## src/rtl/pattern_runner.sv

```systemverilog
// pattern_runner: holds a small table of stimulus patterns, applies them one
// by one to a circuit under test and either compares each response against a
// golden value (mode 0) or folds it into a MISR signature (mode 1).
//
// state | meaning
// IDLE  | no run since reset/clear; entries may be loaded
// APPLY | run in progress; one pattern every SETTLE cycles
// DONE  | run finished, results held; load, re-run or clear allowed
module pattern_runner #(
  parameter int NUM_IN = 5,
  parameter int NUM_OUT = 2,
  parameter int DEPTH = 16,
  parameter int SETTLE = 1,
  parameter int SIG_W = 16,
  parameter logic [SIG_W-1:0] SIG_POLY = 16'h1021,
  localparam int AW = $clog2(DEPTH)
) (
  input  logic               clk,
  input  logic               rst,
  input  logic               clear,
  input  logic               load_valid,
  output logic               load_ready,
  input  logic [NUM_IN-1:0]  load_pattern,
  input  logic [NUM_OUT-1:0] load_golden,
  input  logic [NUM_OUT-1:0] load_mask,
  input  logic               start,
  input  logic               mode,
  output logic [NUM_IN-1:0]  cut_in,
  input  logic [NUM_OUT-1:0] cut_out,
  output logic               busy,
  output logic               done,
  output logic               pass,
  output logic [AW:0]        fail_count,
  output logic [AW-1:0]      first_fail_idx,
  output logic               resp_valid,
  output logic [AW-1:0]      resp_idx,
  output logic [NUM_OUT-1:0] resp_data,
  output logic [SIG_W-1:0]   signature
);

  localparam int TW = (SETTLE > 1) ? $clog2(SETTLE) : 1;
  localparam logic [TW-1:0] SETTLE_LD = TW'(SETTLE - 1);
  localparam logic [AW:0] DEPTH_C = (AW + 1)'(DEPTH);
  localparam logic [AW:0] CNT_ONE = (AW + 1)'(1);

  typedef enum logic [1:0] {IDLE, APPLY, DONE} state_t;

  state_t state, state_nxt;

  logic [NUM_IN-1:0]  pat_mem  [DEPTH];
  logic [NUM_OUT-1:0] gold_mem [DEPTH];
  logic [NUM_OUT-1:0] mask_mem [DEPTH];

  logic [AW:0]        count;
  logic [AW-1:0]      idx;
  logic [AW-1:0]      idx_inc;
  logic [TW-1:0]      timer;
  logic               mode_r;

  logic               start_go;
  logic               clear_go;
  logic               load_go;
  logic               capture;
  logic               last;
  logic               mismatch;
  logic [NUM_OUT-1:0] masked;
  logic [SIG_W-1:0]   sig_nxt;
  logic [AW:0]        fail_nxt;

  assign busy     = (state == APPLY);
  // start and clear win over a simultaneous load offer
  assign start_go = start & ~busy & ~clear;
  assign clear_go = clear & ~busy;
  assign load_ready = ~busy & (count < DEPTH_C) & ~start & ~clear;
  assign load_go  = load_valid & load_ready;

  assign capture  = busy & (timer == '0);
  assign last     = capture & ({1'b0, idx} == count - CNT_ONE);
  assign idx_inc  = idx + AW'(1);

  assign masked   = cut_out & ~mask_mem[idx];
  assign mismatch = |((cut_out ^ gold_mem[idx]) & ~mask_mem[idx]);
  assign sig_nxt  = {signature[SIG_W-2:0], 1'b0}
                  ^ (signature[SIG_W-1] ? SIG_POLY : '0)
                  ^ SIG_W'(masked);
  assign fail_nxt = (mismatch && (fail_count < DEPTH_C)) ? fail_count + CNT_ONE : fail_count;

  // state register
  always_ff @(posedge clk or posedge rst) begin
    if (rst) state <= IDLE;
    else     state <= state_nxt;
  end

  // next-state decode; clear takes precedence over start when both arrive
  always_comb begin
    state_nxt = state;
    unique case (state)
      IDLE, DONE: begin
        if (clear_go)      state_nxt = IDLE;
        else if (start_go) state_nxt = (count != '0) ? APPLY : DONE;
      end
      APPLY: begin
        if (last) state_nxt = DONE;
      end
      default: state_nxt = IDLE;
    endcase
  end

  // pattern storage; contents are don't-care until written, so no reset
  always_ff @(posedge clk) begin
    if (load_go) begin
      pat_mem[count[AW-1:0]]  <= load_pattern;
      gold_mem[count[AW-1:0]] <= load_golden;
      mask_mem[count[AW-1:0]] <= load_mask;
    end
  end

  // run datapath: entry count, pattern sequencing, capture and result tracking
  always_ff @(posedge clk or posedge rst) begin
    if (rst) begin
      count          <= '0;
      idx            <= '0;
      timer          <= '0;
      mode_r         <= 1'b0;
      cut_in         <= '0;
      done           <= 1'b0;
      pass           <= 1'b0;
      fail_count     <= '0;
      first_fail_idx <= '0;
      resp_valid     <= 1'b0;
      resp_idx       <= '0;
      resp_data      <= '0;
      signature      <= '0;
    end else begin
      resp_valid <= 1'b0;
      if (clear_go) begin
        count          <= '0;
        done           <= 1'b0;
        pass           <= 1'b0;
        fail_count     <= '0;
        first_fail_idx <= '0;
        resp_idx       <= '0;
        resp_data      <= '0;
        signature      <= '0;
      end else if (start_go) begin
        mode_r         <= mode;
        idx            <= '0;
        timer          <= SETTLE_LD;
        fail_count     <= '0;
        first_fail_idx <= '0;
        signature      <= '0;
        // an empty table finishes immediately with a trivially passing result
        done           <= (count == '0);
        pass           <= (count == '0);
        if (count != '0) cut_in <= pat_mem[0];
      end else begin
        if (load_go) count <= count + CNT_ONE;
        if (busy) begin
          if (capture) begin
            resp_valid <= 1'b1;
            resp_idx   <= idx;
            resp_data  <= cut_out;
            if (mode_r) begin
              signature <= sig_nxt;
            end else begin
              fail_count <= fail_nxt;
              if (mismatch && (fail_count == '0)) first_fail_idx <= idx;
            end
            if (last) begin
              done <= 1'b1;
              pass <= mode_r | (fail_nxt == '0);
            end else begin
              idx    <= idx_inc;
              cut_in <= pat_mem[idx_inc];
              timer  <= SETTLE_LD;
            end
          end else begin
            timer <= timer - TW'(1);
          end
        end
      end
    end
  end

endmodule
```

## config.mk

```make
export PLATFORM = sky130hd
export DESIGN_NAME = pattern_runner
export DESIGN_NICKNAME = d
export VERILOG_FILES = /design/src/rtl/pattern_runner.sv
export SDC_FILE = /design/constraint.sdc
export NUM_CORES = 1
export LEC_CHECK = 0
export BUFFER_PORTS_ARGS = -buffer_cell sky130_fd_sc_hd__buf_4
export CAP_MARGIN = 20
export CELL_PAD_IN_SITES_DETAIL_PLACEMENT = 1
export CELL_PAD_IN_SITES_GLOBAL_PLACEMENT = 1
export CORE_MARGIN = 2
export CORE_UTILIZATION = 55
export CTS_CLUSTER_DIAMETER = 200
export CTS_CLUSTER_SIZE = 8
export DETAILED_ROUTE_END_ITERATION = 10
export GPL_TIMING_DRIVEN = 0
export PLACE_DENSITY = 0.86
export SYNTH_ARGS = -nofsm -noshare
export SYNTH_HDL_FRONTEND = slang
export SYNTH_SLANG_ARGS = --single-unit
```

## constraint.sdc

```tcl
create_clock -name clk -period 6 [get_ports clk]
set_clock_uncertainty 0.1 [all_clocks]
set_input_delay 1.2 -clock clk [delete_from_list [all_inputs] [get_ports clk]]
set_output_delay 1.2 -clock clk [all_outputs]
set_load 0.01 [all_outputs]
```

; ---- Word-level counts from Yosys, hierarchy flattened
; Memories as Yosys holds them, arrays and structs flattened.
; Index checks and enable logic that the tools add are counted.
[totals]
reg_bits = 52
ramBits = 144
out_inout_bits = 41
elab_cells = 148
n_memories = 3
[mem_list]
columns = name, depth, width, rd, rd_clocked_by_memory_dff, write_ports, line_no
row1 = pat_mem, 16, 5, 2, 0, 1, 50  ; logic [NUM_IN-1:0] pat_mem [DEPTH];
row2 = gold_mem, 16, 2, 1, 0, 1, 51  ; logic [NUM_OUT-1:0] gold_mem [DEPTH];
row3 = mask_mem, 16, 2, 1, 0, 1, 52  ; logic [NUM_OUT-1:0] mask_mem [DEPTH];
[op_classes]
n_addsub = 5
order_cmp = 2
eq_ne = 10
mux = 63
bitwise = 21
n_reduce_logical = 30
[ops]
columns = cell, count
row1 = two-way mux 16 bit, 5
row2 = two-way mux 5 bit, 14
row3 = two-way mux 4 bit, 14
row4 = two-way mux 1 bit, 20
row5 = two-way mux 2 bit, 8
row6 = XOR 16 x 13 -> 16 bit, 1
row7 = XOR 16 x 2 -> 16 bit, 1
row8 = logical NOT 5 bit, 3
row9 = AND reduction 3 bit, 5
row10 = nonzero test 3 bit, 5
row11 = two-way mux 13 bit, 1
row12 = "adder 5 x 1 -> 5 bit, second input constant", 2
row13 = "< comparator 5 bit, second input constant", 2
row14 = nonzero test 2 bit, 5
row15 = AND 1 bit, 9
row16 = AND reduction 4 bit, 2
row17 = "inequality test 2 x 1 -> 1 bit, second input constant", 3
row18 = "inequality test 3 bit, second input constant", 2
row19 = AND reduction 2 bit, 3
row20 = equality test 4 x 5 -> 1 bit, 1
row21 = inverter 1 bit, 5
row22 = AND reduction 5 bit, 1
row23 = nonzero test 5 bit, 1
row24 = "subtractor 5 x 1 -> 5 bit, second input constant", 1
row25 = other kinds (14), 17

; ---- Depth between registers and ports, before layout
; An unclocked memory read counts as a cell.
[depth]
depth_word = 13
depth_mapped = 12
mapped_depth_nobuf = 10

; ---- Worst setup path after synthesis
; Ideal clock, no wire load.
[synth_path]
kind = input -> register
from = in clear
to = mem gold_mem[15][0] (enable)
t_arrival_ns = 2.781
path_slack_ns = 2.743
path_stages = 8
path_cell_list = clkbuf_1 nor2_1 nand2_1 nor2_1 and2_1 clkbuf_1 nand2_1 nor2_1
[synth_via]
elab_chain_cells = 5
[synth_lines]
columns = element, line_no
row1 = from (decl), 20  ; input logic clear,
row2 = inverter 1 bit, 74  ; assign load_ready = ~busy & (count < DEPTH_C) & ~start & ~clear;
row3 = AND 1 bit, 74
row4 = via load_ready, 22  ; output logic load_ready,
row5 = AND 1 bit, 75  ; assign load_go = load_valid & load_ready;
row6 = two-way mux 1 bit, 111  ; if (load_go) begin
row7 = two-way mux 1 bit (implied by the code), 113  ; gold_mem[count[AW-1:0]] <= load_golden;
row8 = to (decl), 51
; The timed path passes the listed nets, and every way through them passes these cells.

; ---- Worst setup path after layout
[layout_path]
from = in clear
to = mem pat_mem[7][2] (enable)
[layout_via]
elab_chain_cells = 5
[layout_lines]
columns = element, line_no
row1 = inverter 1 bit, 74
row2 = AND 1 bit, 74
row3 = AND 1 bit, 75
row4 = two-way mux 1 bit, 111
row5 = two-way mux 1 bit (implied by the code), 112  ; pat_mem[count[AW-1:0]] <= load_pattern;
row6 = to (decl), 50
; No other way between the ends.

==> qor.csv <==
stage;metric;value;unit
floorplan;CORE AREA;14640;um2
floorplan;chip width;126.7;um
detailed_routing;routed len/inst;26.14;um
critical_path;crit end category;register;
power;part of the power in registers;44.7;%
cts;H-tree levels;4;
worst_hold_path;Hold Crit Endpoint;state[0]$_DFFE_PP0P_;
placed_design;Routability Congestion;0.8211;
sta;Final Hold Viols;0;
synthesis;Post-synth ARST share;26.53;%
critical_path;Crit Reg-Reg Startpoint;idx[1]$_DFFE_PP0P_;
detailed_routing;Antenna Nets Post-Route;0;
cts;Post-CTS Resized;0;
synthesis;post-synthesis cell type count;55;
global_route;GRT overflow;0;
power;Psw;976.8;uW
global_route;largest net degree at the start of global routing;43;
critical_path;CP Data Required Time;5950;ps
synthesis;Mapped Area;8283;um2
cts;Worst-path clk slew;70;ps
global_route;Total GRT Usage;28.17;%
cts;total CTS buffers;17;
sta;WHS;400.6;ps
final_layout;nets@finish;642;
critical_path;Reg2Reg Depth;9;
detailed_routing;drt drc;0;
detailed_routing;Iter 0 DRT Violations;380;
final_layout;layout cell share with drive strength beyond 1;20.95;%
floorplan;die height;126.7;um
power;clock power share;31.7;%
worst_hold_path;worst hold-check path type;reg2reg;
critical_path;worst path arrival time;3550;ps
cts;root buffer cell;clkbuf_16;
sta;Max-slew headroom;18.81;%
critical_path;max incr delay on CP;930;ps
flow_run;total of max-cap violations;0;
sta;fin crit share;60.12;%
critical_path;crit path kind;in2reg;
power;Combinational Power Share;23.6;%
sta;Period minus WS final;3607;ps
sta;RSZ-0062 raised after global routing;no;
power;Tot Pwr;3.445;mW
global_route;first-pass GRT wire length;33400;um
placed_design;pre-CTS setup slack;1946;ps
critical_path;crit-path cells;clkbuf_1, nor2_1, nand2_1, nor2_1, and2_1, clkbuf_1, nand2_1, nor2_1;
worst_hold_path;worst hold stages;1;
placed_design;Detail Placement HPWL;14310;um
synthesis;synthesis-stage register bit count;196;
placed_design;placed inst area;8954;um2
global_route;vias in the first global route;5507;
power;P per Cell Area;362.1;nW/um2
status;status;finished, final reports clean;
placed_design;number of input and output port buffers inserted;56;
cts;clock latency on the worst-skew pair;430;ps
power;leakage;3.539;nW
worst_hold_path;hold_sp;state[0]$_DFFE_PP0P_;
cts;Setup Buffers After CTS;0;
detailed_routing;Total Wirelength;21280;um
sta;fin. max-slew vios;0;
critical_path;r2r setup slk;2480;ps
cts;Hold Buf Count CTS;0;
final_layout;area grow syn2layout;14.88;%
critical_path;CP bufs+invs;2;
synthesis;Syn Inst Count;540;
critical_path;most frequent CP cell;nor2_1;
sta;final setup vio count;0;
sta;f_max;277.2;MHz
cts;CTS tree;built;
cts;Sink Count;196;
sta;setup TNS;0;ps
synthesis;Post-synth EDFFs;144;
critical_path;RR Endpoint;fail_count[0]$_DFFE_PP0P_;
final_layout;Antenna diodes;0;
synthesis;Yosys Warn Count;0;
synthesis;Synth Area per Inst;15.34;um2
critical_path;Largest delay share family, worst path;simple AND/OR/NAND/NOR gates;
floorplan;die area;16060;um2
final_layout;finished layout cell area;9515;um2
power;peak supply drop;0.2069;mV
floorplan;num ports;58;
sta;PnR worst setup slack;2393;ps
critical_path;Startpoint Class;input pin;
sta;Worst-Margin Slew;1213;ps
floorplan;FP Rows;44;
detailed_routing;TritonRoute pass-1 iters;5;
detailed_routing;via count;5194;
power;internal power;2.469;mW
floorplan;Starting Density;56.56;%
critical_path;CP max FO;9;
power;switch share;28.35;%
synthesis;Synth Flop Type;edfxtp_1;
critical_path;slowest cell on the critical path;nor2_1;
detailed_routing;DR vias/cell;6.381;
global_route;antenna violations before repair;0;
synthesis;syn_nets;565;
cts;deepest clock path buffer count;2;
synthesis;sequential area share after synthesis;67.92;%
==> cells in the mapped netlist, types with 2 or more instances <==
master	n	share of area [%]
and3_1	4	0.30
a211oi_1	6	0.54
a41oi_1	2	0.21
buf_2	2	0.12
a22oi_1	3	0.27
nand4_1	2	0.15
mux4_1	2	0.63
and2_1	11	0.83
mux2i_1	28	3.4
buf_6	3	0.41
a21oi_1	10	0.60
o31ai_1	2	0.18
ha_1	8	1.2
nor2b_1	5	0.38
xnor2_1	11	1.2
a2bb2oi_1	2	0.21
mux2_2	2	0.27
nor2_1	31	1.4
nor3_1	3	0.18
a22o_1	9	0.95
edfxtp_1	144	52
xor2_1	6	0.63
o21ai_1	5	0.30
o211ai_1	4	0.36
dfrtp_1	52	16
nand2b_1	3	0.23
a221oi_1	8	0.85
nand3_1	18	1.1
nand2_1	49	2.2
mux4_2	29	7.9
o21ai_0	18	1.1
inv_1	15	0.68
buf_1	4	0.18
clkbuf_1	18	0.82
==> worst reg2reg max path, stage by stage (launching register included) <==
cell,delay [ps]
dfrtp_1,370
buf_2,240
buf_1,680
mux4_2,430
a22oi_1,520
a211o_1,230
o211ai_2,140
and2b_2,260
and2_1,170
mux2_2,260
==> layer usage <==
layer / share of wire [%] / up-vias / global-route usage [%]
li1: - / 2213 / -
met1: 42 / 2703 / 37.41
met2: 50 / 227 / 46.80
met3: 5.5 / 51 / 4.808
met4: 2.7 / 0 / 11.70
met5: 0 / - / 0
==> sequential cells by signal, indices dropped and copies added, names as in the netlist, 4 cells and up <==
| signal | count |
|---|---|
| first_fail_idx | 4 |
| gold_mem | 32 |
| pat_mem | 80 |
| signature | 16 |
| fail_count | 5 |
| resp_idx | 4 |
| cut_in | 5 |
| count | 5 |
| idx | 4 |
| mask_mem | 32 |
==> worst max path at each step <==
stage	start	end	slack, ps	depth (start not counted)
after floorplan	clear	gold_mem[15][0]$_DFFE_PP_	2740	8
after global routing	clear	pat_mem[7][2]$_DFFE_PP_	2330	8
after detailed placement	clear	pat_mem[15][3]$_DFFE_PP_	1950	8
final	clear	pat_mem[7][2]$_DFFE_PP_	2390	8
after CTS	clear	pat_mem[15][0]$_DFFE_PP_	2350	8
after global placement	clear	pat_mem[15][3]$_DFFE_PP_	2110	8
==> through the flow <==
step	utilization [%]	instances
final	64.98	814
after global routing	64.98	814
after CTS	64.93	813
after detailed placement	61.14	781
after global placement	61.00	780
after floorplan	-	540
==> cells in the final DEF (no fill, tap or decap), drive strengths merged, types with 9 or more instances in the layout <==
cell type and n:
nor2 31, mux4 31, o21ai 23, xnor2 11
edfxtp 144, clkbuf 41, nand3 18, and2 12
nand2 49, dfrtp 52, a22o 9, a21oi 10
inv 18, mux2i 28, buf 68
==> cells by family after synthesis <==
group / after synthesis / share of synthesized area [%]
simple gates: 135 / 7.840
xor+xnor: 17 / 1.798
buf+inv: 43 / 2.296
mux: 61 / 12.18
compound gates: 80 / 6.768
fa+ha+maj: 8 / 1.209
flops: 196 / 67.92
==> layout make-up <==
class	count	area (um2)
Sequential cell	196	5625
Fill cell	1339	5129
Multi-Input combinational cell	301	2467
Clock buffer	23	478.0
Timing Repair Buffer	58	447.9
Tap cell	184	230.2
Buffer	28	133.9
Clock inverter	9	76.32
Inverter	15	56.30
==> power groups by stage <==
stage	registers [mW]	clock network [mW]	logic, mW
floorplan	1.57	0	0.537
global placement	1.56	0	0.757
CTS	1.54	1.10	0.815
detailed placement	1.57	0	0.802
global route	1.54	1.15	0.868
finish	1.54	1.09	0.813
No activity file was read; power rests on OpenSTA's default activity.
